**src/rtl/sdu_mem_reader_pkg.sv**
```systemverilog
// Purpose: shared types and constants for the debug memory reader.
// Latency: n/a (package only).
// Backpressure: n/a (package only).
package sdu_mem_reader_pkg;

    // Geometry of the data memory this reader is attached to.
    localparam int DM_AW = 10;
    localparam int DM_DW = 32;

    typedef enum logic {
        ST_IDLE = 1'b0,
        ST_RUN  = 1'b1
    } state_t;

endpackage

```
**src/rtl/sdu_mem_reader.sv**
```systemverilog
// Purpose: walks a word-address window of the data memory debug port and streams
//          {addr, data} over valid/ready, keeping a 32-bit additive checksum.
// Latency: start sampled at edge k -> first word valid after edge k+1; 1 word/cycle.
// Backpressure: single output slot; data/addr held stable while valid && !ready.
//
// Ports:
//   i_clk, i_rst        clock, synchronous active-high reset
//   i_start, i_abort    command pulse (IDLE only) / cancel (any state)
//   i_base_addr         first word address of the window
//   i_word_count        number of words, 0..2^AW
//   o_sdu_raddr         debug read address {zeros, ptr}
//   i_sdu_rdata         combinational read data for o_sdu_raddr
//   o_out_valid/i_out_ready/o_out_data/o_out_addr   output stream
//   o_busy, o_done      running flag / completion pulse
//   o_checksum          sum of accepted words since last start
module sdu_mem_reader
    import sdu_mem_reader_pkg::*;
#(
    parameter int AW = DM_AW,
    parameter int DW = DM_DW
) (
    input  logic          i_clk,
    input  logic          i_rst,
    input  logic          i_start,
    input  logic          i_abort,
    input  logic [AW-1:0] i_base_addr,
    input  logic [AW:0]   i_word_count,
    output logic [31:0]   o_sdu_raddr,
    input  logic [DW-1:0] i_sdu_rdata,
    output logic          o_out_valid,
    input  logic          i_out_ready,
    output logic [DW-1:0] o_out_data,
    output logic [AW-1:0] o_out_addr,
    output logic          o_busy,
    output logic          o_done,
    output logic [31:0]   o_checksum
);

    localparam logic [AW-1:0] PTR_ONE = AW'(1);
    localparam logic [AW:0]   REM_ONE = (AW + 1)'(1);

    state_t        r_state,     w_state_nxt;
    logic [AW-1:0] r_ptr,       w_ptr_nxt;
    logic [AW:0]   r_remaining, w_remaining_nxt;
    logic          r_out_valid, w_out_valid_nxt;
    logic [DW-1:0] r_out_data,  w_out_data_nxt;
    logic [AW-1:0] r_out_addr,  w_out_addr_nxt;
    logic          r_done,      w_done_nxt;
    logic [31:0]   r_checksum,  w_checksum_nxt;

    logic          w_handshake;
    logic          w_slot_free;

    assign w_handshake = r_out_valid && i_out_ready;
    // The slot can take a new word when empty or when its current word leaves this cycle.
    assign w_slot_free = !r_out_valid || i_out_ready;

    always_ff @(posedge i_clk) begin
        if (i_rst) begin
            r_state     <= ST_IDLE;
            r_ptr       <= '0;
            r_remaining <= '0;
            r_out_valid <= 1'b0;
            r_out_data  <= '0;
            r_out_addr  <= '0;
            r_done      <= 1'b0;
            r_checksum  <= '0;
        end else begin
            r_state     <= w_state_nxt;
            r_ptr       <= w_ptr_nxt;
            r_remaining <= w_remaining_nxt;
            r_out_valid <= w_out_valid_nxt;
            r_out_data  <= w_out_data_nxt;
            r_out_addr  <= w_out_addr_nxt;
            r_done      <= w_done_nxt;
            r_checksum  <= w_checksum_nxt;
        end
    end

    always_comb begin
        w_state_nxt     = r_state;
        w_ptr_nxt       = r_ptr;
        w_remaining_nxt = r_remaining;
        w_out_valid_nxt = r_out_valid;
        w_out_data_nxt  = r_out_data;
        w_out_addr_nxt  = r_out_addr;
        w_done_nxt      = 1'b0;
        w_checksum_nxt  = r_checksum;

        case (r_state)
            ST_IDLE: begin
                if (i_start) begin
                    w_checksum_nxt = '0;
                    if (i_word_count != '0) begin
                        w_ptr_nxt       = i_base_addr;
                        w_remaining_nxt = i_word_count;
                        w_state_nxt     = ST_RUN;
                    end else begin
                        // Empty window: complete immediately without emitting anything.
                        w_done_nxt = 1'b1;
                    end
                end
            end
            ST_RUN: begin
                // A word accepted this cycle is counted even if the dump is aborted now.
                if (w_handshake) begin
                    w_checksum_nxt = r_checksum + 32'(r_out_data);
                end
                if (i_abort) begin
                    w_state_nxt     = ST_IDLE;
                    w_out_valid_nxt = 1'b0;
                    w_remaining_nxt = '0;
                end else if (w_slot_free) begin
                    if (r_remaining != '0) begin
                        w_out_data_nxt  = i_sdu_rdata;
                        w_out_addr_nxt  = r_ptr;
                        w_out_valid_nxt = 1'b1;
                        w_ptr_nxt       = r_ptr + PTR_ONE;
                        w_remaining_nxt = r_remaining - REM_ONE;
                    end else begin
                        // Last word has left the slot: finish.
                        w_out_valid_nxt = 1'b0;
                        w_done_nxt      = 1'b1;
                        w_state_nxt     = ST_IDLE;
                    end
                end
            end
            default: begin
                w_state_nxt = ST_IDLE;
            end
        endcase
    end

    assign o_sdu_raddr = {{(32 - AW){1'b0}}, r_ptr};
    assign o_out_valid = r_out_valid;
    assign o_out_data  = r_out_data;
    assign o_out_addr  = r_out_addr;
    assign o_busy      = (r_state == ST_RUN);
    assign o_done      = r_done;
    assign o_checksum  = r_checksum;

endmodule
```
**config.mk**
```make
export PLATFORM = sky130hd
export DESIGN_NAME = sdu_mem_reader
export DESIGN_NICKNAME = d
export VERILOG_FILES = /design/src/rtl/sdu_mem_reader_pkg.sv /design/src/rtl/sdu_mem_reader.sv
export SDC_FILE = /design/constraint.sdc
export NUM_CORES = 1
export LEC_CHECK = 0
export BUFFER_PORTS_ARGS = -buffer_cell sky130_fd_sc_hd__buf_2
export CELL_PAD_IN_SITES_DETAIL_PLACEMENT = 0
export CELL_PAD_IN_SITES_GLOBAL_PLACEMENT = 1
export CORE_MARGIN = 3
export CORE_UTILIZATION = 42
export CTS_BUF_LIST = sky130_fd_sc_hd__clkbuf_4
export DETAILED_ROUTE_END_ITERATION = 8
export PLACE_DENSITY_LB_ADDON = 0.05
export SLEW_MARGIN = 0
export SYNTH_ARGS = -nofsm -noshare
export SYNTH_HDL_FRONTEND = slang
export SYNTH_SLANG_ARGS = --single-unit
```
**constraint.sdc**
```tcl
create_clock -name i_clk -period 5.92 [get_ports i_clk]
set_input_delay 0.888 -clock i_clk [delete_from_list [all_inputs] [get_ports i_clk]]
set_output_delay 0.888 -clock i_clk [all_outputs]
set_load 0.01 [all_outputs]
```
# Word level (Yosys, flattened, before mapping)
# Cells that the tools add are included.
[totals] out_inout_bits=109 in_bits=58 wordCells=61 reg_bits=98
[op_classes] add_sub_neg=3 reduce_logical=11 n_mux=29 bitwise=2 n_eq_ne=8
[op_table] operator="$mux W32" count=2
[op_table] operator="$pmux W32 S2" count=1
[op_table] operator="$mux W11" count=5
[op_table] operator="$mux W10" count=5
[op_table] operator="$add A32 B32 Y32" count=1
[op_table] operator="$pmux W11 S2" count=1
[op_table] operator="$reduce_bool A11 Y1" count=2
[op_table] operator="$pmux W10 S2" count=1
[op_table] operator="$mux W1" count=12
[op_table] operator="$sub A11 B1 Y11 const B" count=1
[op_table] operator="$add A10 B1 Y10 const B" count=1
[op_table] operator="$reduce_and A4 Y1" count=2
[op_table] operator="$ne A2 B1 Y1 const B" count=3
[op_table] operator="$ne A2 B2 Y1 const B" count=3
[op_table] operator="$ne A3 B2 Y1 const B" count=2
[op_table] operator="$reduce_and A5 Y1" count=1
[op_table] operator="$pmux W1 S2" count=2
[op_table] operator="$reduce_and A2 Y1" count=2
[op_table] operator="$not A1 Y1" count=2
[op_table] operator="$reduce_bool A2 Y1" count=1
[op_table] operator="$logic_and A1 B1 Y1" count=1
[op_table] operator="$logic_not A1 Y1" count=1
[op_table] operator="$logic_or A1 B1 Y1" count=1

# Longest topological paths before layout
[logic_depth] depth_word=5 mapped_depth=12 mapped_depth_nobuf=12

# Worst setup path before layout
# No wires, ideal clock.
[synth_path] kind="register to register" from="register r_out_data[0], in the netlist o_out_data[0]" to="register r_checksum[28], in the netlist o_checksum[28]" n_path_buf=0 slack_ns=3.281 period_less_slack_ns=2.639 required_time_ns=5.803 path_stages_with_launch=13 setup_ns=0.117 arrival_time_ns=2.523 cell_sequence="dfxtp_1 ha_1 inv_1 fa_1 nand2b_1 a21oi_2 o211ai_1 a21oi_1 nor2b_2 o41ai_2 a311oi_2 xnor2_1 a22o_1"
[synth_via] elab_chain_cells=3
[synth_rtl] item="start: declaration" line="sdu_mem_reader.sv:46" rtl="logic [DW-1:0] r_out_data, w_out_data_nxt;"
[synth_rtl] item="start signal: assignment" line="sdu_mem_reader.sv:73" rtl="r_out_data <= w_out_data_nxt;"
[synth_rtl] item="$add A32 B32 Y32" line="sdu_mem_reader.sv:107" rtl="w_checksum_nxt = r_checksum + 32'(r_out_data);"
[synth_rtl] item="$mux W32" line="sdu_mem_reader.sv:106" rtl="if (w_handshake) begin"
[synth_rtl] item="$pmux W32 S2" line="sdu_mem_reader.sv:90" rtl="case (r_state)"
[synth_rtl] item="end signal: assignment" line="sdu_mem_reader.sv:76" rtl="r_checksum <= w_checksum_nxt;"
[synth_rtl] item="end: declaration" line="sdu_mem_reader.sv:49" rtl="logic [31:0] r_checksum, w_checksum_nxt;"
# Every way passes these cells. The select of a mux whose other input is x is not followed.
# A chain may end at the register's enable or synchronous reset.

# Worst setup path after layout
[layout_path] from="register r_state, in the netlist o_busy" to="register r_ptr[3]"
[layout_via] elab_chain_cells=3 word_cells_on_any_way=8 classes_between="eq/ne (5); mux (1); bitwise (1); reduce/logical (1)"
[layout_rtl] item="start: declaration" line="sdu_mem_reader.sv:42" rtl="state_t r_state, w_state_nxt;"
[layout_rtl] item="start signal: assignment" line="sdu_mem_reader.sv:69" rtl="r_state <= w_state_nxt;"
[layout_rtl] item="$not A1 Y1"
[layout_rtl] item="$ne A2 B2 Y1 (no source line)"
[layout_rtl] item="$reduce_and A5 Y1 (no source line)"
[layout_rtl] item="end signal: assignment" line="sdu_mem_reader.sv:70" rtl="r_ptr <= w_ptr_nxt;"
[layout_rtl] item="end: declaration" line="sdu_mem_reader.sv:43" rtl="logic [AW-1:0] r_ptr, w_ptr_nxt;"
# Several ways; a longest one is shown, not always the timed one.

==> metrics.log <==
INFO  metric required = 6.27 ns
INFO  metric hold_buffers = 0
INFO  metric power.ir.vdd_worst = 0.104 mV
INFO  metric clock_tree.htree_level_count = 3
INFO  metric power.share.sequential = 56.6%
INFO  metric drive_gt1_share = 21.9%
INFO  metric power.density_cell_area = 192 nW/um^2
INFO  metric clkSinkCount = 98
INFO  metric core_region_area = 13300 um^2
INFO  metric die_area = 15200 um^2
INFO  metric drt_drc_violations_left = 0
INFO  metric portBuffers = 144
INFO  metric drt_wl_total = 16100 um
INFO  metric timing.fmax = 306 MHz
INFO  metric gr-total-overflow = 0
INFO  metric antenna-diode-count = 0
INFO  metric timing.critical_path.cells = nand2b_1 > nor2_1 > nand2_1 > buf_4 > nand2_1 > o21ai_0 > a22oi_1 > nor2_1
INFO  metric synth_edf_count = 0
INFO  metric dr_total_vias = 5557
INFO  metric grt_pass1_wl = 25700 um
INFO  metric final-max-slew-violation-count = 0
INFO  metric period_needed = 3.27 ns
INFO  metric total_power = 0.00127 W
INFO  metric cts-root-to-sink-buffers = 2
INFO  metric routed_via_density = 5.34
INFO  metric timing.critical_path.from_type = register
INFO  metric synth.most_common_cell = nand2_1
INFO  metric finalWeightedCongestion = 0.864
INFO  metric antenna_found_initial = 0
INFO  metric remaining_number_of_nets_flagged_by_the_antenna_check_after_routing = 0
INFO  metric fin_skew = 0.0235 ns
INFO  metric fp.dieH = 123 um
INFO  metric ff2ff_setup_slack = 2.65 ns
INFO  metric cts-root-buf = clkbuf_4
INFO  metric total_half_perimeter_wirelength_after_legalization_and_detailed_placement = 11700 um
INFO  metric final_hold_viol_count = 0
INFO  metric dr.first_iter.drc_count = 314
INFO  metric worst-slew-pin-transition = 0.935 ns
INFO  metric layout-area-overhead-vs-synth = 14.4%
INFO  metric syn_area = 5780 um^2
INFO  metric hold_class = reg -> reg
INFO  metric p_clk_share = 26.4%
INFO  metric pin_count = 167
INFO  metric std_cell_rows = 42
INFO  metric slew_headroom = 37.3%
INFO  metric grt.total_usage = 21.2%
INFO  metric setup_viol = 0
INFO  metric grt_setup_unrepaired = false
INFO  metric hold_ws = 0.469 ns
INFO  metric pwr-share-comb = 17.0%
INFO  metric num-nets-final = 952
INFO  metric setup-tns-final = 0 ns
INFO  metric run_status = finished clean
INFO  metric cap_viol_max_count = 0
INFO  metric timing.critical_path.to_type = register
INFO  metric synth_seq_cells = 98
INFO  metric netlist_top_cells_area = dfxtp_1 (34%), nand2_1 (9.3%), a21oi_1 (7.9%), ha_1 (7.4%), buf_4 (3.1%)
INFO  metric hold_start = o_out_addr[6]
INFO  metric yosys_warnings = 0
INFO  metric clkSlewWorstSetupHoldPaths = 0.15 ns
INFO  metric p_int = 0.000865 W
INFO  metric async_reset_ff_share = 0%
INFO  metric grt_pass1_vias = 5284
INFO  metric critical_path.max_fanout = 43
INFO  metric flip_flop_cell_with_the_highest_count_after_synthesis = dfxtp_1
INFO  metric cts_post_setup_buffers_inserted = 0
INFO  metric yosysTopAreaCell = dfxtp_1
INFO  metric clkLatencyLatePin = 0.48 ns
INFO  metric critical_path.max_stage_delay = 0.95 ns
INFO  metric critical_path.startpoint = o_busy
INFO  metric grt_start_max_net_pins = 84
INFO  metric synthesis.instances = 740
INFO  metric timing.critical_path.arrival = 3.62 ns
INFO  metric slowest_cell_on_the_critical_path = dfxtp_1
INFO  metric synth.top_cell.area_share = 34.0%
INFO  metric detail_route.wl_per_cell = 15.4 um
INFO  metric synth_common_cells = nand2_1 (143), dfxtp_1 (98), a21oi_1 (91)
INFO  metric router_iterations_before_antenna_repair = 5
INFO  metric chipWidth = 123 um
INFO  metric initial_utilization = 43.3%
INFO  metric finalCritPeriodShare = 55.2%
INFO  metric synth.distinct_cells = 64
INFO  metric reg2reg_from = o_busy
INFO  metric pleak = 3.02 nW
INFO  metric postSynthAreaPerCell = 7.81 um^2
INFO  metric power.net_switching = 0.000406 W
INFO  metric worstSetupPathType = reg -> reg
INFO  metric number_of_cells_upsized_or_downsized_after_cts = 0
INFO  metric switching_share = 31.9%
INFO  metric yosysSeqAreaShare = 34.0%
INFO  metric cts_buffers = 9
INFO  metric cts_tree = built
metal layers:
layer  track usage (%)  vias to the layer above  wire length (um)
li1                  -                     2816                 -
met1              29.7                     2580              7630
met2              32.9                      144              7320
met3              4.39                       17               908
met4              6.02                        0               201
met5                 0                        -                 0
path summary, 6_finish.rpt:
check,endpoint,cells after the start
hold reg to reg,o_out_addr[6],2
hold / removal,o_out_addr[6],2
setup reg to reg,r_ptr[3],8
setup / recovery,r_ptr[3],8
state kept, by name, summed over array words and instances, names as in the netlist:
| signal | cells |
|---|---|
| o_busy | 1 |
| o_checksum | 32 |
| o_done | 1 |
| o_out_addr | 10 |
| o_out_data | 32 |
| o_out_valid | 1 |
| r_ptr | 10 |
| r_remaining | 11 |
stage by stage:
step	worst slack (ns)	instance area, um^2	cells	utilization (%)
floorplan	3.28	5860	761	-
finish	2.65	6610	1040	49.5
detailed placement	2.67	6490	1024	48.6
global placement	2.78	6490	1024	48.6
global route	2.18	6610	1040	49.5
CTS	2.64	6610	1040	49.5
cell families after synthesis:
group / count (synthesis) / synth area share, %
mux: 1 / 0.173
other cells: 1 / 0.0649
fa+ha+maj: 35 / 7.71
buf+inv: 80 / 7.21
compound gates: 229 / 26.1
xor+xnor: 26 / 3.94
flops: 98 / 34.0
simple gates: 270 / 20.8
layout by cell type, fill, tap and decap left out, types with 13 or more instances in the layout:
cell type	n
nor2_1	42
buf_2	144
ha_1	34
a21oi_1	91
dfxtp_1	98
nand3_1	30
a21o_1	13
inv_1	17
xnor2_1	13
xor2_1	13
conb_1	22
a22o_1	17
nand2_1	143
o21ai_0	28
cell type report:
type,count,area [um^2]
Tap cell,176,220
Clock buffer,11,82.6
Inverter,18,67.6
Clock inverter,5,38.8
Fill cell,1388,6740
Sequential cell,98,1960
Multi-Input combinational cell,583,3480
Timing Repair Buffer,149,758
worst max-delay path, delay by kind of cell, from the launching register on:
| kind | cells | cell delay, ns |
|---|---|---|
| compound gates | 2 | 0.36 |
| buf+inv | 1 | 0.29 |
| flops | 1 | 0.95 |
| simple gates | 5 | 1.55 |
power groups by stage:
stage	combinational, W	clock, W	sequential (W)
2_1_floorplan	0.000154	0	0.000729
3_3_place_gp	0.000213	0	0.000732
3_5_place_dp	0.000216	0	0.000733
4_1_cts	0.000217	0.000351	0.000719
5_1_grt	0.000244	0.000378	0.000724
6_report	0.000216	0.000336	0.000719
(Power assumes the default switching activity.)
